### src/rtl/keccak_padder_param.sv
// ============================================================================
// keccak_padder_param: packs W-bit words into RATE-bit Keccak blocks with padding
// Revision: 1.0
// ============================================================================
`default_nettype none

module keccak_padder_param #(
  parameter int W        = 32,
  parameter int RATE     = 576,
  parameter int PAD_MODE = 0
) (
  input  logic                       clk,
  input  logic                       reset,
  input  logic [W-1:0]               in,
  input  logic                       in_ready,
  input  logic                       is_last,
  input  logic [$clog2(W/8)-1:0]     byte_num,
  input  logic                       f_ack,
  output logic                       buffer_full,
  output logic [RATE-1:0]            out,
  output logic                       out_ready,
  output logic                       last_block
);

  localparam int NB   = W / 8;
  localparam int NW   = RATE / W;
  localparam int BN_W = $clog2(W / 8);
  localparam int CW   = $clog2(NW + 1);
  localparam logic [7:0] PAD_BYTE = (PAD_MODE == 1) ? 8'h06 : 8'h01;

  typedef enum logic [1:0] {
    ACCEPT = 2'd0,
    PAD    = 2'd1,
    FULL   = 2'd2,
    DONE   = 2'd3
  } state_t;

  state_t          state_q, state_d;
  logic [CW-1:0]   cnt_q, cnt_d;
  logic [RATE-1:0] out_q, out_d;
  logic            out_ready_q, out_ready_d;
  logic            last_block_q, last_block_d;

  logic [W-1:0]    last_word;
  logic [W-1:0]    word;
  logic            shift;
  logic            word_pad;
  logic            fin;

  // Final word: keep the leading byte_num bytes, drop in the pad byte, zero the rest
  for (genvar g = 0; g < NB; g++) begin : g_last_bytes
    assign last_word[W-1-8*g -: 8] =
        (byte_num > BN_W'(g))  ? in[W-1-8*g -: 8] :
        (byte_num == BN_W'(g)) ? PAD_BYTE : 8'h00;
  end

  always_comb begin
    state_d      = state_q;
    cnt_d        = cnt_q;
    out_d        = out_q;
    out_ready_d  = out_ready_q;
    last_block_d = last_block_q;
    word         = '0;
    shift        = 1'b0;
    word_pad     = 1'b0;
    fin          = (cnt_q == CW'(NW - 1));

    case (state_q)
      ACCEPT: begin
        if (in_ready) begin
          shift    = 1'b1;
          word_pad = is_last;
          word     = is_last ? last_word : in;
        end
      end
      PAD: begin
        shift    = 1'b1;
        word_pad = 1'b1;
      end
      FULL: begin
        if (f_ack) begin
          cnt_d        = '0;
          out_ready_d  = 1'b0;
          last_block_d = 1'b0;
          state_d      = last_block_q ? DONE : ACCEPT;
        end
      end
      default: ;
    endcase

    if (shift) begin
      // Only a block carrying the pad byte can complete from here with word_pad set
      if (fin && word_pad) begin
        word[7:0] = word[7:0] | 8'h80;
      end
      out_d = {out_q[RATE-W-1:0], word};
      cnt_d = cnt_q + CW'(1);
      if (fin) begin
        state_d      = FULL;
        out_ready_d  = 1'b1;
        last_block_d = word_pad;
      end else if (word_pad) begin
        state_d = PAD;
      end
    end
  end

  always_ff @(posedge clk) begin
    if (reset) begin
      state_q      <= ACCEPT;
      cnt_q        <= '0;
      out_q        <= '0;
      out_ready_q  <= 1'b0;
      last_block_q <= 1'b0;
    end else begin
      state_q      <= state_d;
      cnt_q        <= cnt_d;
      out_q        <= out_d;
      out_ready_q  <= out_ready_d;
      last_block_q <= last_block_d;
    end
  end

  assign buffer_full = (state_q != ACCEPT);
  assign out         = out_q;
  assign out_ready   = out_ready_q;
  assign last_block  = last_block_q;

endmodule

`default_nettype wire
### config.mk
export PLATFORM = sky130hd
export DESIGN_NAME = keccak_padder_param
export DESIGN_NICKNAME = d
export VERILOG_FILES = /design/src/rtl/keccak_padder_param.sv
export SDC_FILE = /design/constraint.sdc
export NUM_CORES = 1
export LEC_CHECK = 0
export BUFFER_PORTS_ARGS = -buffer_cell sky130_fd_sc_hd__buf_2
export CAP_MARGIN = 20
export CORE_AREA = 2 2 241 243
export DETAILED_ROUTE_END_ITERATION = 8
export DIE_AREA = 0 0 243 245
export SLEW_MARGIN = 10
export SYNTH_ARGS = -nofsm -noshare
export SYNTH_HDL_FRONTEND = slang
export SYNTH_SLANG_ARGS = --single-unit
### constraint.sdc
create_clock -name clk -period 2 [get_ports clk]
set_clock_uncertainty 0.15 [all_clocks]
set_input_delay 0.4 -clock clk [delete_from_list [all_inputs] [get_ports clk]]
set_output_delay 0.4 -clock clk [all_outputs]
set_load 0.01 [all_outputs]
==> results.cfg, run 1 <==
[outcome]
status = complete, no violations

[route]
routedWlPerCell_um = 18.4
drt_iter0_markers = 1166
detail_route.wirelength_mm = 72.3
firstDrtPassIters = 5
route.vias.total = 19300
viasPerCell = 4.90
ant_nets = 0
drc_errors = 0

[final_layout]
final_nets = 3167
layout-drive-gt1-share_pct = 25.5
n_antenna_cell = 0
area_growth_pct = 32.5
multi_input_area_um2 = 7570
seq_area_um2 = 11700
nFillCells = 5878

[synth]
synth_edf_count = 0
synth-seq-cells = 585
yosys.area.top_type_share_pct = 57.8
yosysTopAreaCell = dfxtp_1
syn_avg_cell_area_um2 = 8.00
synthTopCellsByArea = dfxtp_1 58%, nand2_1 20%, a21oi_1 14%, buf_2 2.2%, clkbuf_1 1.5%
netlist_instances = 2531
syn_nets = 2572
synth_common_cells = 1095 x nand2_1, 585 x dfxtp_1, 554 x a21oi_1
synth.most_common_cell = nand2_1
ys_async_sr_fraction_pct = 0
synthFlopType = dfxtp_1
ys_warn_count = 0
seq_area_frac_synth_pct = 57.8
syn_area_um2 = 20300
synthDistinctLibCells = 35

[sta]
slew-limit-headroom_pct = 72.6
post-route-period-util_pct = 96.7
max_freq_mhz = 517
finalHoldViolCount = 0
period_needed_ps = 1930
fin_tns_setup_ps = 0
rsz0062_at_grt = false
setup_violations = 0
worst_pin_slew_ps = 412
finalMaxSlewViolations = 0

[place]
gp_congestion = 0.902
dp_hpwl_mm = 52.8
io_buffers = 617

[power]
fin_total_pwr_w = 0.0250
power_leakage_nw = 11.0
powerDensity_nw_per_um2 = 930
irDropWorstVdd_v = 0.000822

[clock_network]
clk_path_buf_depth = 3
cts_buffers = 59
cts_tree = done
clk_pin_slew_ps = 60
htreeDepth = 2
clk_latency_ps = 610
clkSinkCount = 585
cts.root.buffer_cell = clkbuf_16

[worst_hold_path]
min_path_type = input pin to flip-flop
whs_endpoint = state_q[0]
min_delay_path_depth = 3
hold_start = f_ack

[critical_path]
end_kind = primary output
crit_fanout = 5
start_kind = flip-flop
r2r_slack_ps = 190
slowest_delay_ps = 360
r2r_end = out[574]
path_cells = or2_2 -> buf_2
arrival_ps = 1380
crit_required_ps = 1450
rr_worst_depth = 6
cpMaxStageDelayCell = dfxtp_4
worstSetupPathType = flip-flop to primary output
regToRegStartpoint = state_q[1]

[floorplan]
row_count = 88
core_um2 = 57000
die_h_um = 245
die_w_um = 243
dieArea_um2 = 59500
io_pins = 618
initial_core_util_pct = 35.5

[grt]
grt_max_degree = 68
antenna_found_initial = 0
grt_pass1_vias = 17900
grt-ovfl-total = 0
grt_pass1_wl_mm = 108
grt_use_total_pct = 23.0

[run]
cap_violations = 0
==> sequential cells by signal, summed over array words and instances, names as in the netlist <==
register / cells
cnt_q: 5
last_block: 1
out: 576
out_ready: 1
state_q: 2
==> cells in the final DEF, fill, tap and decap left out, types with 2 or more instances in the layout <==
cell type,count
clkbuf_1,10
buf_12,36
nand2_1,1095
dfxtp_1,583
o211ai_1,5
ha_1,2
dfxtp_4,2
or2_2,2
clkinv_2,9
dlygate4sd3_1,33
buf_2,616
a21oi_1,554
nand3_1,4
clkbuf_8,13
a41oi_1,2
buf_4,47
nor2_1,29
bufinv_16,8
nand2b_1,4
clkbuf_16,61
clkinvlp_4,4
a22oi_1,8
inv_6,2
a32oi_1,21
nor2b_1,2
a311oi_1,4
==> where the power goes <==
part	switching, W	internal, W	leakage (nW)	total, W
Combinational	0.000919	0.000445	5.31	0.00136
Sequential	0.0000675	0.0117	4.72	0.0118
Clock	0.00473	0.00707	1.01	0.0118
==> cell families after synthesis <==
| kind of cell | after synthesis | synth area share, % |
|---|---|---|
| AOI/OAI and AO/OA | 599 | 15.6 |
| DFF | 585 | 57.8 |
| adders and majority gates | 2 | 0.124 |
| and+or+nand+nor | 1145 | 21.6 |
| buffers and inverters | 200 | 4.83 |
==> metal layers <==
metal / GRT usage (%) / share of wire [%] / vias to the layer above
met5: 0 / 0 / -
li1: - / - / 9421
met1: 28.1 / 40 / 9104
met4: 7.38 / 3.0 / 0
met2: 39.2 / 49 / 657
met3: 6.35 / 8.3 / 118
==> worst max-delay path, delay by kind of cell (launching register included) <==
kind / cells / cell delay [ps]
and+or+nand+nor: 1 / 290
DFF: 1 / 360
buffers and inverters: 1 / 140
==> worst max path at each step <==
stage | from | slack (ps) | depth (start not counted) | endpoint
floorplan | is_last | 360 | 5 | out[25]
global placement | in_ready | 230 | 6 | out[541]
detailed placement | in_ready | 200 | 6 | out[152]
CTS | state_q[1] | 0.4 | 2 | buffer_full
global route | state_q[1] | 30 | 2 | buffer_full
finish | state_q[1] | 70 | 2 | buffer_full
==> repair_timing <==
action	4_1_cts	5_1_grt
endpoints found under the hold margin	39	0
endpoints found under the setup margin	1	1
buffers inserted	1	3
gates resized for setup	4	0
hold buffers	33	0
pin swaps	0	0
cloned	0	0
==> metrics by stage <==
step | utilization [%] | worst slack (ps) | instance area [µm²] | hold WS, ps | instances
after detailed placement | 42.8 | 197 | 24400 | 295 | 3794
after floorplan | - | 358 | 20300 | 307 | 2531
final | 47.0 | 66.3 | 26800 | 64.7 | 3937
after global routing | 47.0 | 26.9 | 26800 | 62.6 | 3937
after CTS | 47.0 | 0.433 | 26800 | 20.2 | 3934
after global placement | 42.8 | 228 | 24400 | 291 | 3794
==> cell type report <==
class / instances / share of cell area [%]
Clock buffer: 84 / 6.50
Clock inverter: 23 / 1.24
Inverter: 1 / 0.0140
Multi-Input combinational cell: 1746 / 28.2
Sequential cell: 585 / 43.7
Tap cell: 765 / 3.57
Timing Repair Buffer: 733 / 16.8
Note: power is estimated with default switching activity, not from simulation.
==> run 2, diff against run 1 <==
--- a/config.mk
+++ b/config.mk
@@ -5,11 +5,13 @@
 export SDC_FILE = /design/constraint.sdc
 export NUM_CORES = 1
 export LEC_CHECK = 0
+export ABC_AREA = 1
 export BUFFER_PORTS_ARGS = -buffer_cell sky130_fd_sc_hd__buf_2
 export CAP_MARGIN = 20
-export CORE_AREA = 2 2 241 243
+export CORE_AREA = 2 2 242 244
 export DETAILED_ROUTE_END_ITERATION = 8
-export DIE_AREA = 0 0 243 245
+export DIE_AREA = 0 0 244 246
+export GPL_TIMING_DRIVEN = 0
 export SLEW_MARGIN = 10
 export SYNTH_ARGS = -nofsm -noshare
 export SYNTH_HDL_FRONTEND = slang
==> run 2 against run 1 <==
Net effect: synthesized cell count up 2.1%; non-clock buffer count up 105; maximum frequency up 1.9%; register-to-register slack worse by 80 ps; first-iteration DRC count down 3.6%; die area up 0.82%; via count up 1.7%; power up 17%; worst setup slack better by 37 ps; core utilization down 0.50 points; final area down 0.50%.
==> results.cfg, run 2 <==
[place]
io_buffers = 616
dpl-instance-area_um2 = 24300
gp_congestion = 0.914
pre_cts_ws_ps = -606
dp.cells = 3966
dp_hpwl_mm = 60.5

[clock_network]
cts.root.buffer_cell = clkbuf_16
clk_latency_ps = 620
clk_path_buf_depth = 3
clk_pin_slew_ps = 60
htreeDepth = 2
post-cts-setup-buffers = 0
cts_buffers = 60
cts_tree = done
clkSinkCount = 585

[final_layout]
nFillCells = 5952
largest_reg_flops = 576
mostFrequentLayoutCell = nor2_1
seq_area_um2 = 11700
final_nets = 3337
multi_input_area_um2 = 7550
layout-drive-gt1-share_pct = 25.3
fin_area_um2 = 26700
stdcell_count = 4110
layout_common_cells = 1103 x nor2_1, 674 x buf_2, 583 x dfxtp_1
area_growth_pct = 31.6

[floorplan]
row_count = 88
io_pins = 618
die_h_um = 246
die_w_um = 244
core_um2 = 57400
initial_core_util_pct = 35.3
dieArea_um2 = 60000

[route]
drt_iter0_markers = 1124
detail_route.wirelength_mm = 77.8
ant_nets = 0
route.vias.total = 19600
firstDrtPassIters = 5
routedWlPerCell_um = 18.9
drc_errors = 0
viasPerCell = 4.78

[critical_path]
crit_required_ps = 1450
slowest_delay_ps = 530
end_kind = primary output
arrival_ps = 1350
rr_worst_depth = 7
r2r_slack_ps = 110
cpMaxStageDelayCell = dfxtp_1
critical-path-top-delay-family = flip-flops
r2r_end = out[464]
path_cells = buf_2
crit_fanout = 3
regToRegStartpoint = state_q[0]
worstSetupPathType = flip-flop to primary output
cp_num_buf_inv = 1
start_kind = flip-flop

[worst_hold_path]
whs_endpoint = out[16]
min_delay_path_depth = 4
hold_start = in[16]
min_path_type = input pin to flip-flop

[synth]
synthDistinctLibCells = 20
ys_warn_count = 0
yosysTopAreaCell = dfxtp_1
yosys.area.top_type_share_pct = 57.8
ys_async_sr_fraction_pct = 0
synth_common_cells = 1103 x nor2_1, 585 x dfxtp_1, 549 x o21ai_0
syn_nets = 2626
syn_area_um2 = 20300
synthFlopType = dfxtp_1
synth-seq-cells = 585
synth.most_common_cell = nor2_1
synth_edf_count = 0
seq_area_frac_synth_pct = 57.8
netlist_instances = 2585
synthTopCellsByArea = dfxtp_1 58%, nor2_1 20%, o21ai_0 14%, buf_2 1.5%, buf_4 1.4%
syn_avg_cell_area_um2 = 7.84

[power]
irDropWorstVdd_v = 0.000752
fin_total_pwr_w = 0.0291
power_leakage_nw = 13.3
powerDensity_nw_per_um2 = 1090

[sta]
rsz0062_at_grt = false
period_needed_ps = 1900
slew-limit-headroom_pct = 54.4
max_freq_mhz = 527
setup_violations = 0
finalHoldViolCount = 0
post-route-period-util_pct = 94.8
finalMaxSlewViolations = 0
worst_pin_slew_ps = 685
worst_slack_ps = 103

[grt]
grt_pass1_wl_mm = 115
grt_pass1_vias = 18400
antenna_found_initial = 0
grt_use_total_pct = 24.8
grt-ovfl-total = 0
grt_max_degree = 16

[outcome]
status = complete, no violations

[run]
cap_violations = 0
run 2: cell count changes in the layout (fill, tap and decap cells not counted), moves of 28 or more:
cell and delta:
o21ai_0 +544, nor2_1 +1074, clkbuf_1 +67, a21oi_1 -514, nand2_1 -1024, clkbuf_2 +28, buf_12 -36, buf_2 +58
run 2: power breakdown:
part	leakage (nW)	switching [W]	internal (W)	total, W
combinational	7.44	0.00265	0.00149	0.00414
sequential	4.83	0.000967	0.0126	0.0136
clock	0.985	0.00472	0.00666	0.0114
run 2: cell families (layout without fill, tap and decap cells):
logic type	Yosys count	in the layout	synth area share (%)
and+or+nand+nor	1200	1200	22.4
AOI/OAI and AO/OA	593	593	14.7
DFF	585	585	57.8
other	0	1	0
buffers and inverters	205	964	5.05
adders and majority gates	2	2	0.123
run 2: how the worst max path moves through the flow:
stage                     from  cells after the start  slack, ps        to
floorplan                reset                      6        570  out[100]
global placement         reset                      6       -590  out[464]
detailed placement       reset                      6       -610  out[464]
CTS                 state_q[1]                      6         10  out[490]
global route        state_q[0]                      7          8  out[464]
finish                out[433]                      1        100  out[433]
run 2: stage by stage:
step,hold slack [ps],TNS (ps),util (%)
global route,43.5,0,46.5
detailed placement,318,-81970,42.4
floorplan,298,0,-
global placement,307,-74910,42.4
finish,45.7,0,46.5
CTS,19.7,0,46.5
run 2: tightest hold or removal path: cells and delay by family:
kind	cells	cell delay, ps
AOI/OAI and AO/OA	2	230
buffers and inverters	1	80
and+or+nand+nor	1	80
run 2: what timing repair did:
item | 4_1_cts | 5_1_grt
hold endpoints to repair | 36 | 0
endpoints found under the setup margin | 261 | 222
hold buffers | 33 | 0
cloned | 0 | 0
gates resized for setup | 6 | 7
pin swaps | 0 | 0
run 2: area by class of cell:
class	instances	share of cell area (%)
inverters	16	0.225
diodes	1	0.00938
clock inverters	13	0.511
repair buffers	649	12.8
flip-flops and latches	585	43.9
clock buffers	97	7.06
plain buffers	189	3.65
well taps	765	3.59
multi-input cells	1795	28.3
run 2: layer usage:
layer,track usage [%],part of all wire (%)
met2,43.1,48
met5,0,0
met4,7.89,3.2
met1,29.6,41
met3,6.95,7.6
